`src/rtl/dpram_dma.sv`:
```
// Block-transfer initiator for one port of the dual-port RAM: constant fill
// and ascending forward copy, driven by a start/done command interface.
`timescale 1ns/1ps
module dpram_dma #(
   parameter int data_width_g = 8,
   parameter int addr_width_g = 14
) (
   input  logic                    clock,
   input  logic                    reset_n,
   input  logic                    start,
   input  logic                    mode,
   input  logic [addr_width_g-1:0] src,
   input  logic [addr_width_g-1:0] dst,
   input  logic [addr_width_g:0]   len,
   input  logic [data_width_g-1:0] fill_value,
   input  logic                    abort,
   output logic                    busy,
   output logic                    done,
   output logic                    ram_cs,
   output logic                    wren,
   output logic [addr_width_g-1:0] address,
   output logic [data_width_g-1:0] data,
   input  logic [data_width_g-1:0] q
);

   typedef enum logic [2:0] {
      ST_IDLE = 3'd0,
      ST_RD   = 3'd1,
      ST_WR   = 3'd2,
      ST_FILL = 3'd3,
      ST_DONE = 3'd4
   } state_t;

   localparam logic [addr_width_g-1:0] addr_zero_c = {addr_width_g{1'b0}};
   localparam logic [addr_width_g-1:0] addr_one_c  = {{(addr_width_g-1){1'b0}}, 1'b1};
   localparam logic [addr_width_g:0]   rem_zero_c  = {(addr_width_g+1){1'b0}};
   localparam logic [addr_width_g:0]   rem_one_c   = {{addr_width_g{1'b0}}, 1'b1};
   localparam logic [data_width_g-1:0] data_zero_c = {data_width_g{1'b0}};

   state_t                  state_r, state_nx_s;
   logic [addr_width_g-1:0] src_ptr_r, src_nx_s;
   logic [addr_width_g-1:0] dst_ptr_r, dst_nx_s;
   logic [addr_width_g:0]   remaining_r, rem_nx_s;
   logic [data_width_g-1:0] value_r, value_nx_s;
   logic [addr_width_g-1:0] address_r, address_nx_s;
   logic [data_width_g-1:0] data_r, data_nx_s;
   logic                    ram_cs_r, wren_r, busy_r, done_r;
   logic                    ram_cs_nx_s, wren_nx_s, busy_nx_s, done_nx_s;

   // Next-state and operand bookkeeping; abort overrides any active transition.
   always_comb begin
      state_nx_s = state_r;
      src_nx_s   = src_ptr_r;
      dst_nx_s   = dst_ptr_r;
      rem_nx_s   = remaining_r;
      value_nx_s = value_r;
      case (state_r)
         ST_IDLE: begin
            if (start) begin
               src_nx_s   = src;
               dst_nx_s   = dst;
               rem_nx_s   = len;
               value_nx_s = fill_value;
               if (len == rem_zero_c) begin
                  state_nx_s = ST_DONE;
               end else if (mode == 1'b0) begin
                  state_nx_s = ST_RD;
               end else begin
                  state_nx_s = ST_FILL;
               end
            end else begin
               state_nx_s = ST_IDLE;
            end
         end
         ST_RD: begin
            if (abort) begin
               state_nx_s = ST_IDLE;
            end else begin
               src_nx_s   = src_ptr_r + addr_one_c;
               state_nx_s = ST_WR;
            end
         end
         ST_WR, ST_FILL: begin
            if (abort) begin
               state_nx_s = ST_IDLE;
            end else begin
               dst_nx_s = dst_ptr_r + addr_one_c;
               rem_nx_s = remaining_r - rem_one_c;
               if (remaining_r == rem_one_c) begin
                  state_nx_s = ST_DONE;
               end else if (state_r == ST_WR) begin
                  state_nx_s = ST_RD;
               end else begin
                  state_nx_s = ST_FILL;
               end
            end
         end
         ST_DONE: state_nx_s = ST_IDLE;
         default: state_nx_s = ST_IDLE;
      endcase
   end

   // Output values for the coming cycle, derived from the next state so the
   // ports come straight from flops.
   always_comb begin
      ram_cs_nx_s  = 1'b0;
      wren_nx_s    = 1'b0;
      busy_nx_s    = (state_nx_s != ST_IDLE);
      done_nx_s    = (state_nx_s == ST_DONE);
      address_nx_s = address_r;
      data_nx_s    = data_r;
      case (state_nx_s)
         ST_RD: begin
            ram_cs_nx_s  = 1'b1;
            address_nx_s = src_nx_s;
         end
         ST_WR: begin
            ram_cs_nx_s  = 1'b1;
            wren_nx_s    = 1'b1;
            address_nx_s = dst_nx_s;
         end
         ST_FILL: begin
            ram_cs_nx_s  = 1'b1;
            wren_nx_s    = 1'b1;
            address_nx_s = dst_nx_s;
            data_nx_s    = value_nx_s;
         end
         default: begin
            ram_cs_nx_s = 1'b0;
         end
      endcase
      // Keep the copied word once WR ends so data holds its last value.
      if (state_r == ST_WR) begin
         data_nx_s = q;
      end else begin
         data_nx_s = data_nx_s;
      end
   end

   // State, operand and output registers.
   always_ff @(posedge clock or negedge reset_n) begin
      if (!reset_n) begin
         state_r     <= ST_IDLE;
         src_ptr_r   <= addr_zero_c;
         dst_ptr_r   <= addr_zero_c;
         remaining_r <= rem_zero_c;
         value_r     <= data_zero_c;
         address_r   <= addr_zero_c;
         data_r      <= data_zero_c;
         ram_cs_r    <= 1'b0;
         wren_r      <= 1'b0;
         busy_r      <= 1'b0;
         done_r      <= 1'b0;
      end else begin
         state_r     <= state_nx_s;
         src_ptr_r   <= src_nx_s;
         dst_ptr_r   <= dst_nx_s;
         remaining_r <= rem_nx_s;
         value_r     <= value_nx_s;
         address_r   <= address_nx_s;
         data_r      <= data_nx_s;
         ram_cs_r    <= ram_cs_nx_s;
         wren_r      <= wren_nx_s;
         busy_r      <= busy_nx_s;
         done_r      <= done_nx_s;
      end
   end

   assign busy    = busy_r;
   assign done    = done_r;
   assign ram_cs  = ram_cs_r;
   assign wren    = wren_r;
   assign address = address_r;
   // The RAM's registered read word feeds straight through during WR.
   assign data    = (state_r == ST_WR) ? q : data_r;

endmodule

```
`config.mk`:
```
export PLATFORM = sky130hd
export DESIGN_NAME = dpram_dma
export DESIGN_NICKNAME = d
export VERILOG_FILES = /design/src/rtl/dpram_dma.sv
export SDC_FILE = /design/constraint.sdc
export NUM_CORES = 1
export LEC_CHECK = 0
export ABC_AREA = 1
export CORE_ASPECT_RATIO = 0.9
export CORE_MARGIN = 5
export CORE_UTILIZATION = 58
export DETAILED_ROUTE_END_ITERATION = 16
export PLACE_DENSITY = 0.95
export SLEW_MARGIN = 15
export SYNTH_ARGS = -nofsm -noshare
export SYNTH_HDL_FRONTEND = slang
export SYNTH_SLANG_ARGS = --single-unit
```
`constraint.sdc`:
```
create_clock -name clock -period 3.2 [get_ports clock]
set_input_delay 0.48 -clock clock [delete_from_list [all_inputs] [get_ports clock]]
set_output_delay 0.48 -clock clock [all_outputs]
set_load 0.1 [all_outputs]
```
==> impl_metrics.ini, run 1 <==
[synthesis]
synth_fa_ha_area_share_pct = 0.9809
synth-seq-cells = 80
synth_compound_area_share_pct = 11.03
yosysTopAreaCell = dfrtp_1
synthMuxAreaShare_pct = 0
synth_top_family_by_area = simple AND/OR/NAND/NOR gates
synth_enable_flop_cells = 0
synthDistinctLibCells = 44
synth_nets = 791
syn_area_um2 = 5102
synth_cells = 723
synth_top_area_share_pct = 39.23
seq_area_frac_synth_pct = 39.23
ys_async_sr_fraction_pct = 100.0
synth-xor-area-share_pct = 0.8583
ys_top_cells_by_count = nand2_1, dfrtp_1, inv_1
synth-simple-area-share_pct = 37.74
yosysMostFrequentCell = nand2_1
synth_area_leaders = dfrtp_1, nand2_1, o21ai_0, inv_1, nand3_1
synth_area_per_cell_um2 = 7.057
synth_ff_type = dfrtp_1
synth_warnings = 0

[timing]
fmax_mhz = 361.9
final_max_slew_viol_count = 0
finalCritPeriodShare_pct = 86.34
tightest_slew_ns = 1.005
min_period_ns = 2.763
rsz0062_at_grt = false
slew_headroom_pct = 33.00
finClkSkew_ns = 0.009123
setup_viol = 0
hold_viol = 0
setup_ws_ns = 0.4372
fin_tns_setup_ns = 0

[layout]
multi_input_area_um2 = 2582
fillers = 676
seq_area_um2 = 2002
stdcell_count = 926
nets = 870
syn2layout_area_growth_pct = 22.39
antenna_cells = 0
drive_gt1_share_pct = 14.13

[clocking]
clkSinkCount = 80
cts_tree = built
cts_root_buf = clkbuf_8
htreeDepth = 3
post_cts_buffers = 0
numCtsBuffers = 9
clkTransAtPathRegs_ns = 0.08
clk_latency_ns = 0.36
clockBufferDepth = 2
hold_buffers = 0
cts-resized-gates = 0

[critical_path]
path_buf_inv = 2
path_delay_family = simple AND/OR/NAND/NOR gates
crit_start = state_r[0]
path_class = reg -> out
r2r_cells = 9
path_depth = 6
end_kind = output port
crit_chain = nor2_4, nand2_1, buf_4, nand2_1, o21ai_0, buf_12
r2r_start = state_r[0]
reg2reg_slack_ns = 0.68
cpMostUsedCell = nand2_1
path_max_fanout = 29
slowest_delay_ns = 0.47
crit_end = data[5]
cp_data_required_time_ns = 2.72
cp-start-kind = register
reg2reg_to = data_r[0]
arrival_ns = 2.28
cp_slowest_cell = nand2_1

[drt]
via_per_inst = 5.458
drt_wl_total_um = 14080
first_pass_iters = 5
drtIter0Drc = 368
final_antenna_net_count = 0
wire_per_inst_um = 15.20
drc = 0
vias = 5054

[floorplanning]
die_w_um = 108.9
die_area_um2 = 10780
core_area_um2 = 8568
start_util_pct = 59.55
die_h_um = 98.98
ios = 90
rows = 32

[power_and_ir_drop]
power.share.clock_pct = 11.9
power_per_cell_area_nw_per_um2 = 1196
intPower_uw = 3327
pwr-share-comb_pct = 62.8
switchingPower_uw = 4143
total_power_uw = 7471
ir_drop_uv = 799.5
p_seq_share_pct = 25.3
netSwitchingFraction_pct = 55.46
leakagePower_uw = 0.003074

[global_routing]
antenna_found_initial = 0
grt.total_usage_pct = 27.14
grt_max_degree = 81
overflow = 0
grt_pass1_vias = 4996
grt_pass1_wl_um = 23350

[worst_hold_path]
min_path_type = in -> async

[placement]
gp_congestion = 0.9601
dp.cells = 910
dp_slack_ns = 0.2654
place_hpwl_um = 10070
io_buffers = 89

[run]
cap_violations = 0

[status]
status = finished, final reports clean
worst register-to-register path: cells and delay by family, from the launching register on:
family | cells | cell delay, ns
buf+inv | 1 | 0.49
simple gates | 8 | 1.50
flops | 1 | 0.45
area by class of cell:
class	instances	area share, %
clock buffer	12	2.645
multi-input combinational	534	41.35
sequential	80	32.06
clock inverter	4	1.202
tap	119	2.384
inverter	86	5.330
timing repair buffer	91	15.03
state kept, by name, summed over array words and instances, names as in the netlist:
name and cells:
value_r 8, data_r 8, src_ptr_r 14, address 14, remaining_r 15, dst_ptr_r 14
busy 1, ram_cs 1, done 1, state_r 3, wren 1
kinds of logic after synthesis:
| kind of cell | Yosys count |
|---|---|
| buffers and inverters | 109 |
| XOR/XNOR | 5 |
| adder cells (fa/ha/maj) | 4 |
| flip-flops | 80 |
| AO/OA/AOI/OAI | 102 |
| AND/OR/NAND/NOR | 423 |
power by group through the flow:
stage	sequential (uW)	clock [uW]	combinational, uW
after global placement	1860	0	4480
after floorplan	2520	0	2900
after global routing	1940	937	5100
after CTS	1870	890	4660
final	1890	889	4690
after detailed placement	1880	0	4620
layout by cell type (no fill, tap or decap), types with 3 or more instances in the layout:
master,n
a21oi_1,12
buf_12,8
buf_4,21
clkbuf_8,12
clkdlybuf4s50_1,62
dfrtp_1,80
ha_1,4
inv_1,72
inv_2,12
nand2_1,263
nand2_2,19
nand2_4,4
nand3_1,50
nand3_2,3
nand3_4,3
nand4_1,7
nor2_1,42
nor2_2,13
nor3_1,9
nor3_2,3
o21ai_0,62
o21ai_1,12
o31ai_1,4
xor2_1,4
layer usage:
metal / vias up / global-route usage, % / part of all wire, %
li1: 2444 / - / -
met1: 2321 / 34.50 / 41
met2: 242 / 44.29 / 48
met3: 47 / 7.007 / 7.6
met4: 0 / 10.39 / 3.5
met5: - / 0 / 0
how the worst min path moves through the flow:
stage,startpoint,to,slack (ns),cells after the start
2_1_floorplan,reset_n,address[0],0.18,0
4_1_cts,reset_n,dst_ptr_r[8],0.32,1
5_1_grt,reset_n,dst_ptr_r[13],0.37,1
6_report,reset_n,dst_ptr_r[13],0.29,1
3_3_place_gp,value_r[5],value_r[5],0.46,2
3_5_place_dp,value_r[0],value_r[0],0.46,2
metrics by stage:
step	util [%]	instance area [um2]	hold WS (ns)
2_1_floorplan	-	5102	0.1844
3_3_place_gp	70.08	6005	0.4623
3_5_place_dp	70.08	6005	0.4609
4_1_cts	72.88	6245	0.3233
5_1_grt	72.88	6245	0.3666
6_report	72.88	6245	0.2853
Note: power is estimated with default switching activity, not from simulation.
==> run 2: changes to the inputs <==
- CTS_CLUSTER_DIAMETER: not set -> 200
- SETUP_SLACK_MARGIN: not set -> 0.4
==> run 2 against run 1 <==
Sequential power about the same. Via count up 0.44%. Worst setup slack better by 0.11 ns. Design area about the same. Combinational power about the same.
==> impl_metrics.ini, run 2 (synthesis results as in run 1) <==
[status]
status = finished, final reports clean

[placement]
dp_slack_ns = 0.2654
place_hpwl_um = 10070
postPlaceCellArea_um2 = 6005
io_buffers = 89
dp.cells = 910
gp_congestion = 0.9601

[global_routing]
overflow = 0
grt_pass1_wl_um = 23350
grt_pass1_vias = 4996
grt.total_usage_pct = 27.14
antenna_found_initial = 0
grt_max_degree = 81

[critical_path]
cpMostUsedCell = nand3_2
cp-start-kind = input pin
path_buf_inv = 2
arrival_ns = 2.95
crit_end = data_r[0]
r2r_start = state_r[0]
end_kind = register
crit_chain = clkdlybuf4s50_1, nand3_2, inv_2, nand3_2, nand3_2, nand2_2, nand2_2, nand2_1, nand2_1
slowest_delay_ns = 0.60
path_max_fanout = 22
reg2reg_slack_ns = 0.68
reg2reg_to = data_r[0]
path_class = in -> reg
path_depth = 9
cp_slowest_cell = clkdlybuf4s50_1
cp_data_required_time_ns = 3.50
r2r_cells = 9
crit_start = start
path_delay_family = simple AND/OR/NAND/NOR gates

[clocking]
post_cts_buffers = 0
clockBufferDepth = 2
cts_root_buf = clkbuf_8
hold_buffers = 0
cts-resized-gates = 0
clkSinkCount = 80
htreeDepth = 3
clkTransAtPathRegs_ns = 0.08
numCtsBuffers = 9
cts_tree = built
clk_latency_ns = 0.36

[layout]
syn2layout_area_growth_pct = 22.44
largest_reg_flops = 15
final_common_cell = nand2_1
antenna_cells = 0
stdcell_count = 926
mostFrequentLayoutCells = nand2_1, dfrtp_1, inv_1
drive_gt1_share_pct = 14.25
final_area_um2 = 6247
nets = 870
top_register = remaining_r

[timing]
rsz0062_at_grt = false
fin_tns_setup_ns = 0
setup_viol = 0
tightest_slew_ns = 1.009
hold_viol = 0
finClkSkew_ns = 0.008501
finalCritPeriodShare_pct = 82.75
slew_headroom_pct = 32.76
final_max_slew_viol_count = 0
holdWs_ns = 0.2838
setup_ws_ns = 0.5520
min_period_ns = 2.648
fmax_mhz = 377.6

[floorplanning]
start_util_pct = 59.55
rows = 32
ios = 90
die_area_um2 = 10780
die_w_um = 108.9
die_h_um = 98.98
core_area_um2 = 8568

[drt]
drc = 0
first_pass_iters = 5
vias = 5076
drtIter0Drc = 395
via_per_inst = 5.482
drt_wl_total_um = 14120
wire_per_inst_um = 15.25
final_antenna_net_count = 0

[power_and_ir_drop]
power_per_cell_area_nw_per_um2 = 1198
ir_drop_uv = 799.0
leakagePower_uw = 0.003075

[worst_hold_path]
min_path_type = in -> async

[run]
cap_violations = 0
-- run 2: layout make-up --
class / instances / area (um2)
timing repair buffer: 91 / 938.4
sequential: 80 / 2002
inverter: 86 / 332.8
clock buffer: 12 / 165.2
multi-input combinational: 534 / 2585
fill: 676 / 2321
tap: 119 / 148.9
clock inverter: 4 / 75.07
-- run 2: power by group --
part	internal (uW)	switching [uW]
clock	503	385
sequential	1510	383
combinational	1320	3380
-- run 2: worst min-delay path by stage --
stage	endpoint	start	cells after the start
2_1_floorplan	address[0]	reset_n	0
3_3_place_gp	value_r[5]	value_r[5]	2
3_5_place_dp	value_r[0]	value_r[0]	2
4_1_cts	dst_ptr_r[8]	reset_n	1
5_1_grt	dst_ptr_r[13]	reset_n	1
6_report	dst_ptr_r[13]	reset_n	1
-- run 2: per-stage QoR --
stage	util, %	power, uW
detailed placement	70.08	6500
CTS	72.88	7421
global placement	70.08	6343
floorplan	-	5418
finish	72.91	7483
global route	72.91	7982
-- run 2: layer usage --
layer,GRT usage (%),vias up,routed length (um)
met2,44.29,251,6852
li1,-,2446,-
met3,7.007,46,1063
met5,0,-,0
met4,10.39,0,468
met1,34.50,2333,5734
-- run 2: worst register-to-register path, delay by kind of cell, from the launching register on --
family / cells / cell delay (ns)
AND/OR/NAND/NOR: 8 / 1.51
flip-flops: 1 / 0.45
buffers and inverters: 1 / 0.49
==> run 3: changes to the inputs <==
- CORE_UTILIZATION: 58 -> 54
- PLACE_DENSITY: 0.95 -> 0.91
- clock period: 3.2 -> 2.5 ns (I/O delays scaled with it)
==> run 3 against run 2 <==
Design area rose by 2.3%. Clock skew fell by 0.0035 ns. Non-clock buffer count rose by 9. Critical path depth fell by 4. Cell count rose by 1.3%. Routed wire length fell by 2.1%. Die area rose by 6.7%. First-iteration DRC count fell by 11%. Hold slack got worse by 0.28 ns.
==> impl_metrics.ini, run 3 (synthesis results as in run 1) <==
[layout]
final_common_cell = nand2_1
nets = 879
top_register = remaining_r
largest_reg_flops = 15
stdcell_count = 938
mostFrequentLayoutCells = nand2_1, dfrtp_1, inv_1
syn2layout_area_growth_pct = 25.26
drive_gt1_share_pct = 16.05
antenna_cells = 0

[clocking]
clkTransAtPathRegs_ns = 0.08
clockBufferDepth = 2
cts_root_buf = clkbuf_8
cts_tree = built
htreeDepth = 3
hold_buffers = 0
clk_latency_ns = 0.36
clkSinkCount = 80
numCtsBuffers = 9

[critical_path]
path_buf_inv = 2
crit_end = data[0]
slowest_delay_ns = 0.45
cp_data_required_time_ns = 2.12
cp_slowest_cell = dfrtp_2
r2r_start = remaining_r[1]
path_depth = 5
reg2reg_to = address[11]
path_class = reg -> out
crit_chain = nor2_4, nand2_1, buf_12, o21ai_2, buf_12
path_delay_family = flip-flops
arrival_ns = 1.63
end_kind = output port
r2r_cells = 12
path_max_fanout = 41
reg2reg_slack_ns = 0.59
cp-start-kind = register
cpMostUsedCell = buf_12
crit_start = state_r[0]

[worst_hold_path]
min_path_type = in -> async

[drt]
drtIter0Drc = 350
final_antenna_net_count = 0
drc = 0
drt_wl_total_um = 13830
wire_per_inst_um = 14.74
first_pass_iters = 5
vias = 5091
via_per_inst = 5.428

[global_routing]
grt_pass1_vias = 5047
antenna_found_initial = 0
grt_max_degree = 42
grt.total_usage_pct = 24.52
grt_pass1_wl_um = 23090
overflow = 0

[timing]
final_max_slew_viol_count = 0
hold_viol = 0
setup_viol = 0
fmax_mhz = 498.4
finClkSkew_ns = 0.005051
finalCritPeriodShare_pct = 80.26
slew_headroom_pct = 61.75
tightest_slew_ns = 0.5738
rsz0062_at_grt = false
min_period_ns = 2.006
fin_tns_setup_ns = 0

[placement]
gp_congestion = 0.9269
place_hpwl_um = 10090
dp.cells = 921
io_buffers = 89

[status]
status = finished, final reports clean

[power_and_ir_drop]
p_seq_share_pct = 24.8
leakagePower_uw = 0.003138
pwr-share-comb_pct = 64.0
netSwitchingFraction_pct = 54.97
switchingPower_uw = 5330
power_per_cell_area_nw_per_um2 = 1517
ir_drop_uv = 1281
power.share.clock_pct = 11.1
intPower_uw = 4367

[floorplanning]
die_h_um = 102.2
rows = 33
start_util_pct = 55.66
die_w_um = 112.5
die_area_um2 = 11500
ios = 90
core_area_um2 = 9166

[run]
cap_violations = 0
-- run 3: cell count changes in the layout (fill, tap and decap cells not counted), sizes merged --
cell,before,now
clkbuf,12,11
clkinv,0,1
buf,29,38
-- run 3: repair_timing --
item                                    in CTS  in global routing
endpoints found under the setup margin       8                 26
pin swaps                                    0                  1
cloned                                       0                  0
gates resized for setup                      1                  7
buffers inserted                             0                  1
-- run 3: layout make-up --
class | instances | area, um2
Fill cell | 733 | 2775
Multi-Input combinational cell | 534 | 2635
Sequential cell | 80 | 2003
Timing Repair Buffer | 100 | 1044
Inverter | 86 | 335.3
Tap cell | 122 | 152.6
Clock buffer | 11 | 141.4
Clock inverter | 5 | 80.08
-- run 3: worst min-delay path by stage --
stage | to | from | cells past startpoint | slack, ns
2_1_floorplan | address[0] | reset_n | 0 | 0.08
3_3_place_gp | dst_ptr_r[5] | reset_n | 1 | 0.41
3_5_place_dp | dst_ptr_r[7] | reset_n | 1 | 0.40
4_1_cts | remaining_r[2] | reset_n | 1 | 0.02
5_1_grt | dst_ptr_r[7] | reset_n | 1 | 0.06
6_report | dst_ptr_r[7] | reset_n | 1 | 0.005
-- run 3: per-stage QoR --
stage          utilization, %  power, uW  worst slack, ns  hold slack [ns]  cell area (um2)
2_1_floorplan               -       6990           0.3125          0.07941             5132
3_3_place_gp            66.67       8270           0.2064           0.4062             6111
3_5_place_dp            66.67       8444           0.1888           0.4025             6111
4_1_cts                 69.12       9561           0.4611          0.01928             6336
5_1_grt                 69.72      10350           0.4015          0.05775             6391
6_report                69.72       9698           0.4935         0.005343             6391
-- run 3: power by group through the flow --
stage / registers [uW] / clock network, uW / logic [uW]
3_5_place_dp: 2400 / 0 / 6050
3_3_place_gp: 2380 / 0 / 5890
6_report: 2410 / 1080 / 6210
2_1_floorplan: 3220 / 0 / 3770
4_1_cts: 2390 / 1090 / 6090
5_1_grt: 2470 / 1140 / 6740
-- run 3: metal layers --
| metal | global-route usage, % | share of wire, % | wire length [um] | vias up |
|---|---|---|---|---|
| met2 | 43.20 | 48 | 6705 | 270 |
| met4 | 9.150 | 2.5 | 345 | 0 |
| met3 | 5.980 | 8.4 | 1158 | 37 |
| met1 | 29.43 | 41 | 5618 | 2325 |
| met5 | 0 | 0 | 0 | - |
| li1 | - | - | - | 2459 |
